<file path="src/rtl/pulse_frame_receiver.sv">
// pulse_frame_receiver: samples a WIDTH-bit MSB-first serial frame after a start strobe and holds it under valid/ack.
// Optional even-parity bit and parity_err port when PULSE_RX_PARITY_EN is defined.
module pulse_frame_receiver #(
  parameter int WIDTH = 8,
  localparam int CNTW = $clog2(WIDTH + 1)
) (
  input  logic             Clk,
  input  logic             reset,
  input  logic             start,
  input  logic             serial_in,
  input  logic             ack,
  output logic [WIDTH-1:0] data_out,
  output logic [CNTW-1:0]  ones_count,
  output logic             valid,
  output logic             busy,
`ifdef PULSE_RX_PARITY_EN
  output logic             parity_err,
`endif
  output logic             overrun
);
  typedef enum logic [1:0] {IDLE, SHIFT, PARITY, HOLD} state_t;
`ifdef PULSE_RX_PARITY_EN
  localparam state_t AFTER = PARITY;
  logic pbit;
`else
  localparam state_t AFTER = HOLD;
`endif
  state_t st, nxt;
  logic [WIDTH-1:0] shreg;
  logic [CNTW-1:0] bitcnt;
  logic last, accept;
  assign last = bitcnt == CNTW'(WIDTH - 1);
  assign accept = st == HOLD && valid && ack;
  always_comb begin
    nxt = st;
    case (st)
      IDLE:    nxt = start ? SHIFT : IDLE;
      SHIFT:   nxt = last ? AFTER : SHIFT;
      PARITY:  nxt = HOLD;
      HOLD:    nxt = accept ? (start ? SHIFT : IDLE) : HOLD;
      default: nxt = IDLE;
    endcase
  end
  always_ff @(posedge Clk) st <= reset ? IDLE : nxt;
  // HOLD is entered right after the last sample; the first HOLD cycle publishes the word
  always_ff @(posedge Clk) begin
    if (reset) begin
      shreg      <= '0;
      bitcnt     <= '0;
      data_out   <= '0;
      ones_count <= '0;
      valid      <= 1'b0;
      busy       <= 1'b0;
      overrun    <= 1'b0;
`ifdef PULSE_RX_PARITY_EN
      pbit       <= 1'b0;
      parity_err <= 1'b0;
`endif
    end else begin
      busy   <= nxt == SHIFT || nxt == PARITY;
      bitcnt <= (st == SHIFT && !last) ? bitcnt + 1'b1 : '0;
      if (st == SHIFT) shreg <= {shreg[WIDTH-2:0], serial_in};
`ifdef PULSE_RX_PARITY_EN
      if (st == PARITY) pbit <= serial_in;
`endif
      if (st == HOLD && !valid) begin
        data_out   <= shreg;
        ones_count <= CNTW'($countones(shreg));
        valid      <= 1'b1;
`ifdef PULSE_RX_PARITY_EN
        parity_err <= ^{shreg, pbit};
`endif
      end else if (accept) begin
        valid      <= 1'b0;
`ifdef PULSE_RX_PARITY_EN
        parity_err <= 1'b0;
`endif
      end
      if (st == HOLD && start && !accept) overrun <= 1'b1;
      else if (accept && !start) overrun <= 1'b0;
    end
  end
endmodule

</file>
<file path="config.mk">
export PLATFORM = sky130hd
export DESIGN_NAME = pulse_frame_receiver
export DESIGN_NICKNAME = d
export VERILOG_FILES = /design/src/rtl/pulse_frame_receiver.sv
export SDC_FILE = /design/constraint.sdc
export NUM_CORES = 1
export LEC_CHECK = 0
export CAP_MARGIN = 10
export CORE_MARGIN = 3
export CORE_UTILIZATION = 50
export DETAILED_ROUTE_END_ITERATION = 8
export GPL_TIMING_DRIVEN = 0
export MAX_ROUTING_LAYER = met4
export PLACE_DENSITY = 0.75
export SYNTH_ARGS = -nofsm -noshare
export SYNTH_HDL_FRONTEND = slang
export SYNTH_SLANG_ARGS = --single-unit
export TNS_END_PERCENT = 100
</file>
<file path="constraint.sdc">
create_clock -name Clk -period 7.49 [get_ports Clk]
set_clock_uncertainty 0.1 [all_clocks]
set_input_delay 1.8725 -clock Clk [delete_from_list [all_inputs] [get_ports Clk]]
set_output_delay 1.8725 -clock Clk [all_outputs]
set_load 0.05 [all_outputs]
</file>
======== Word-level counts from Yosys, hierarchy flattened ========
Cells that the tools add are included.
word-level totals
  logic and storage cells ................. 47
  output and inout bits ................... 15
  input port bits ......................... 5
  flip-flop bits (word level) ............. 29
cells by class
  reductions and logical operators ........ 16
  eq/ne operators ......................... 6
  muxes and demuxes ....................... 8
  bitwise logic cells ..................... 1
  $add $sub $neg .......................... 8
operators with widths
  kind                   count
  $add A1 B1 Y2          4
  $pmux W2 S4            1
  $logic_and A1 B1 Y1    7
  $add A2 B2 Y3          2
  $eq A2 B2 Y1 const B   3
  $mux W1                5
  $add A3 B3 Y4          1
  $add A4 B1 Y4 const B  1
  $eq A2 B1 Y1 const B   2
  $eq A4 B3 Y1 const B   1
  $logic_not A1 Y1       4
  $mux W2                2
  $reduce_bool A2 Y1     2
  $logic_not A2 Y1       1
  $reduce_or A2 Y1       1
  $logic_or A1 B1 Y1     1
  $not A1 Y1             1

======== Depth between registers and ports, before layout ========
Gate-level depths: netlist of the first run.
  word-level depth ........................ 7
  mapped depth ............................ 11
  depth with buffers taken out ............ 11

======== Worst setup path before layout of the first run ========
No wires, ideal clock.
  kind .................................... reg2reg
  start point ............................. reg shreg[0]
  end point ............................... reg ones_count[2]
  data arrival time ....................... 2699 ps
  stages on the path, launching flop included .. 12
  setup slack ............................. 4621 ps
  cell sequence ........................... dfxtp_1 -> fa_1 -> inv_1 -> fa_1 -> fa_1 -> inv_1 -> ha_1 -> inv_1 -> fa_1 -> xnor2_1 -> nand2_1 -> a21oi_1
on the way
  longest elaborated chain between the ends .. 3
ends and longest elaborated chain
  element                              RTL line  text
  from (decl)                          29        logic [WIDTH-1:0] shreg;
  from (signal assigned)               62        if (st == SHIFT) shreg <= {shreg[WIDTH-2:0], serial_in};
  $add A1 B1 Y2 (not written as such)  68        ones_count <= CNTW'($countones(shreg));
  $add A2 B2 Y3 (not written as such)  68
  $add A3 B3 Y4 (not written as such)  68
  to (signal assigned)                 68
  to (decl)                            13        output logic [CNTW-1:0] ones_count,
No other way between the ends.
A chain may end at the register's enable or synchronous reset.

======== Worst setup path in the final report of the first run ========
  start point ............................. reg valid
  end point ............................... out valid
RTL lines
  element                 RTL line  text
  from (decl)             14        output logic valid,
  from (signal assigned)  52        valid <= 1'b0;
  from (signal assigned)  69        valid <= 1'b1;
  from (signal assigned)  74        valid <= 1'b0;
No word-level cell between the ends.

==> flow_metrics.env, run 1 <==
export IMPL_cts_sinks=29
export IMPL_grt_antenna_before_repair=0
export IMPL_cp_end_kind="output port"
export IMPL_final_max_slew_viol_count=0
export IMPL_initial_core_util=0.540
export IMPL_areaGrowthSynthToFinish_pct=23.2
export IMPL_endpoint="valid"
export IMPL_clk_path_buf_depth=2
export IMPL_diodes=0
export IMPL_track_usage=0.178
export IMPL_cp_startpoint="valid$_SDFFE_PP0P_"
export IMPL_io_pins=20
export IMPL_status="finished clean"
export IMPL_die_w_um=55.6
export IMPL_crit_family="buffers and inverters"
export IMPL_routed_via_density=5.08
export IMPL_arrival_ns=1.59
export IMPL_power_w=0.000282
export IMPL_synth_edff_count=0
export IMPL_synth_top_family_by_area="simple AND/OR/NAND/NOR gates"
export IMPL_layout_min_cycle_time_ns=3.56
export IMPL_drive_above_1_share=0.0760
export IMPL_ff2ff_path_depth=11
export IMPL_post_route_util=0.666
export IMPL_rsz0062_at_grt="no"
export IMPL_die_h_um=55.6
export IMPL_rows=17
export IMPL_grt_pass1_wl_mm=4.17
export IMPL_dieArea_um2=3090
export IMPL_clk_latency_ns=0.33
export IMPL_postRouteAntennaNets=0
export IMPL_port_buffer_count=18
export IMPL_seq_area_frac_synth=0.472
export IMPL_vias=1010
export IMPL_min_path_type="reg2reg"
export IMPL_drcViolationCount=0
export IMPL_wl_per_cell_um=11.8
export IMPL_synth_mux_area_fraction=0
export IMPL_critPathKind="reg2out"
export IMPL_fin_nets=183
export IMPL_synthXorXnorAreaFrac=0.0214
export IMPL_syn_avg_cell_area_um2=8.48
export IMPL_hold_viol_final=0
export IMPL_hold_buffers=0
export IMPL_grt_pass1_vias=962
export IMPL_crit_path_max_fanout=6
export IMPL_crit_path_max_incr_delay_ns=0.84
export IMPL_synth_top_flop_cell="dfxtp_1"
export IMPL_grt_max_degree=11
export IMPL_crit_reg2reg_launch="shreg[0]$_SDFFE_PP0P_"
export IMPL_timing_fmax_mhz=281
export IMPL_synthAdderAreaFrac=0.106
export IMPL_gr_total_overflow=0
export IMPL_path_depth=1
export IMPL_power_leakage_nw=0.573
export IMPL_dpl_hpwl_mm=1.70
export IMPL_drv_cap=0
export IMPL_cp_num_buf_inv=1
export IMPL_drtIter0Drc=20
export IMPL_dp_cells=191
export IMPL_synth_compound_area_frac=0.129
export IMPL_timing_final_crit_share=0.476
export IMPL_startpoint_type="flop"
export IMPL_gp_congestion=0.847
export IMPL_crit_chain="clkdlybuf4s50_1"
export IMPL_crit_path_top_delay_cell="clkdlybuf4s50_1"
export IMPL_clk_pin_slew_ns=0.09
export IMPL_core_region_area_um2=2280
export IMPL_async_flop_share=0
export IMPL_cts_htree_levels=2
export IMPL_r2r_end="ones_count[2]$_SDFFE_PP0P_"
export IMPL_ir_drop_v=0.000141
export IMPL_cts_buffers=5
export IMPL_rrSetupSlack_ns=4.43
export IMPL_power_density_nw_per_um2=186
export IMPL_routed_wl_mm=2.34
export IMPL_instances_no_fill=199
export IMPL_dr_pass1_iters=4
export IMPL_cts_tree="done"
export IMPL_synth_simple_gate_area_frac=0.207
export IMPL_setup_viol=0
export IMPL_clockRootBuffer="clkbuf_4"
export IMPL_max_slew_margin=0.668
export IMPL_tightest_slew_ns=0.497
export IMPL_timing_setup_tns_ns=0
export IMPL_synthesis_nets=158
export IMPL_cts_resized=0
export IMPL_critical_path_required_ns=5.52
export IMPL_synth_seq_cells=29
export IMPL_synthDistinctLibCells=28
export IMPL_syn_area_um2=1230
export IMPL_synth_cells=145
export IMPL_ys_warnings_count=0
export IMPL_post_cts_buffers=0
## cells in the final DEF (no fill, tap or decap), types with 5 or more instances in the layout
master and instances:
dfxtp_1 29, clkbuf_4 5, a21oi_1 21, nor2_1 7, inv_1 12, nand2_1 38
clkdlybuf4s50_1 18
## per-layer routing
metal,global-route usage,share of wire,vias up
met5,-,0,-
met4,0.0660,0.019,0
met3,0.0742,0.077,6
met2,0.269,0.47,31
met1,0.212,0.44,454
li1,-,-,519
## worst min-delay path by stage
stage	startpoint	end	slack [ns]	cells after the start
finish	ones_count[3]$_SDFFE_PP0P_	ones_count[3]$_SDFFE_PP0P_	0.35	2
global route	ones_count[3]$_SDFFE_PP0P_	ones_count[3]$_SDFFE_PP0P_	0.38	2
CTS	bitcnt[0]$_SDFF_PP0_	bitcnt[0]$_SDFF_PP0_	0.35	1
detailed placement	bitcnt[0]$_SDFF_PP0_	bitcnt[0]$_SDFF_PP0_	0.34	1
global placement	bitcnt[0]$_SDFF_PP0_	bitcnt[0]$_SDFF_PP0_	0.33	1
floorplan	bitcnt[0]$_SDFF_PP0_	bitcnt[0]$_SDFF_PP0_	0.32	1
## cell type report
type	count	area, um2
tap	28	35.0
inverter	12	45.0
multi-input combinational	97	569
timing repair buffer	18	180
clock inverter	1	5.00
fill	195	761
clock buffer	7	65.1
sequential	29	581
buffer	7	35.0
## power breakdown
part	switching (W)	internal, W	leakage, nW
clock network	0.0000547	0.0000543	0.0413
registers	0.00000173	0.000156	0.235
logic	0.00000942	0.00000621	0.297
total	0.0000659	0.000216	0.573
## synthesized netlist by cell type (2+ instances only)
cell,instances,share of area
ha_1,4,0.041
xnor2_1,2,0.014
nand3_1,2,0.0081
clkbuf_1,4,0.012
dfxtp_1,29,0.47
nor3_1,2,0.0081
fa_1,4,0.065
o21ai_0,4,0.016
nand2_1,38,0.12
nor2_1,7,0.021
a21oi_1,21,0.085
inv_1,12,0.037
## registers in the layout, summed over array words and instances (netlist names)
| register | flops |
|---|---|
| ones_count | 4 |
| shreg | 8 |
| bitcnt | 4 |
| st | 2 |
| busy | 1 |
| valid | 1 |
| data_out | 8 |
| overrun | 1 |
## worst reg2reg max path, stage by stage (launching register included)
cell,delay (ns)
dfxtp_1,0.37
fa_1,0.54
inv_1,0.05
fa_1,0.51
fa_1,0.42
inv_1,0.07
ha_1,0.16
inv_1,0.05
fa_1,0.38
xnor2_1,0.15
nand2_1,0.07
a21oi_1,0.14
## metrics by stage
step / hold WS, ns / setup slack, ns / instance area, um2
5_1_grt: 0.384 / 3.86 / 1520
4_1_cts: 0.354 / 3.93 / 1520
2_1_floorplan: 0.318 / 4.62 / 1230
6_report: 0.351 / 3.93 / 1520
3_3_place_gp: 0.329 / 4.31 / 1450
3_5_place_dp: 0.342 / 4.31 / 1450
## logic make-up (layout without fill, tap and decap cells)
group	count (synthesis)	in the layout
simple gates	57	57
compound gates	29	29
flops	29	29
buf+inv	19	45
fa+ha+maj	8	8
xor+xnor	3	3
No activity file was read; power rests on OpenSTA's default activity.
==> inputs of run 2 (changes only) <==
==> constraint.sdc (replaced) <==
create_clock -name Clk -period 3.7 [get_ports Clk]
set_clock_uncertainty 0.1 [all_clocks]
set_input_delay 0.925 -clock Clk [delete_from_list [all_inputs] [get_ports Clk]]
set_output_delay 0.925 -clock Clk [all_outputs]
set_load 0.05 [all_outputs]
==> results of run 2 <==
Same layout as run 1 (identical final DEF). Status: finished clean.
Among the figures that moved: setup slack after placement 4.31 ns -> 0.647 ns; setup slack after layout 3.93 ns -> 0.636 ns; start point of the critical path valid$_SDFFE_PP0P_ -> shreg[0]$_SDFFE_PP0P_; end point of the critical path valid -> ones_count[2]$_SDFFE_PP0P_; register-to-register setup slack 4.43 ns -> 0.64 ns; total power 0.000282 W -> 0.000571 W; worst IR drop on VDD 0.000141 V -> 0.000285 V
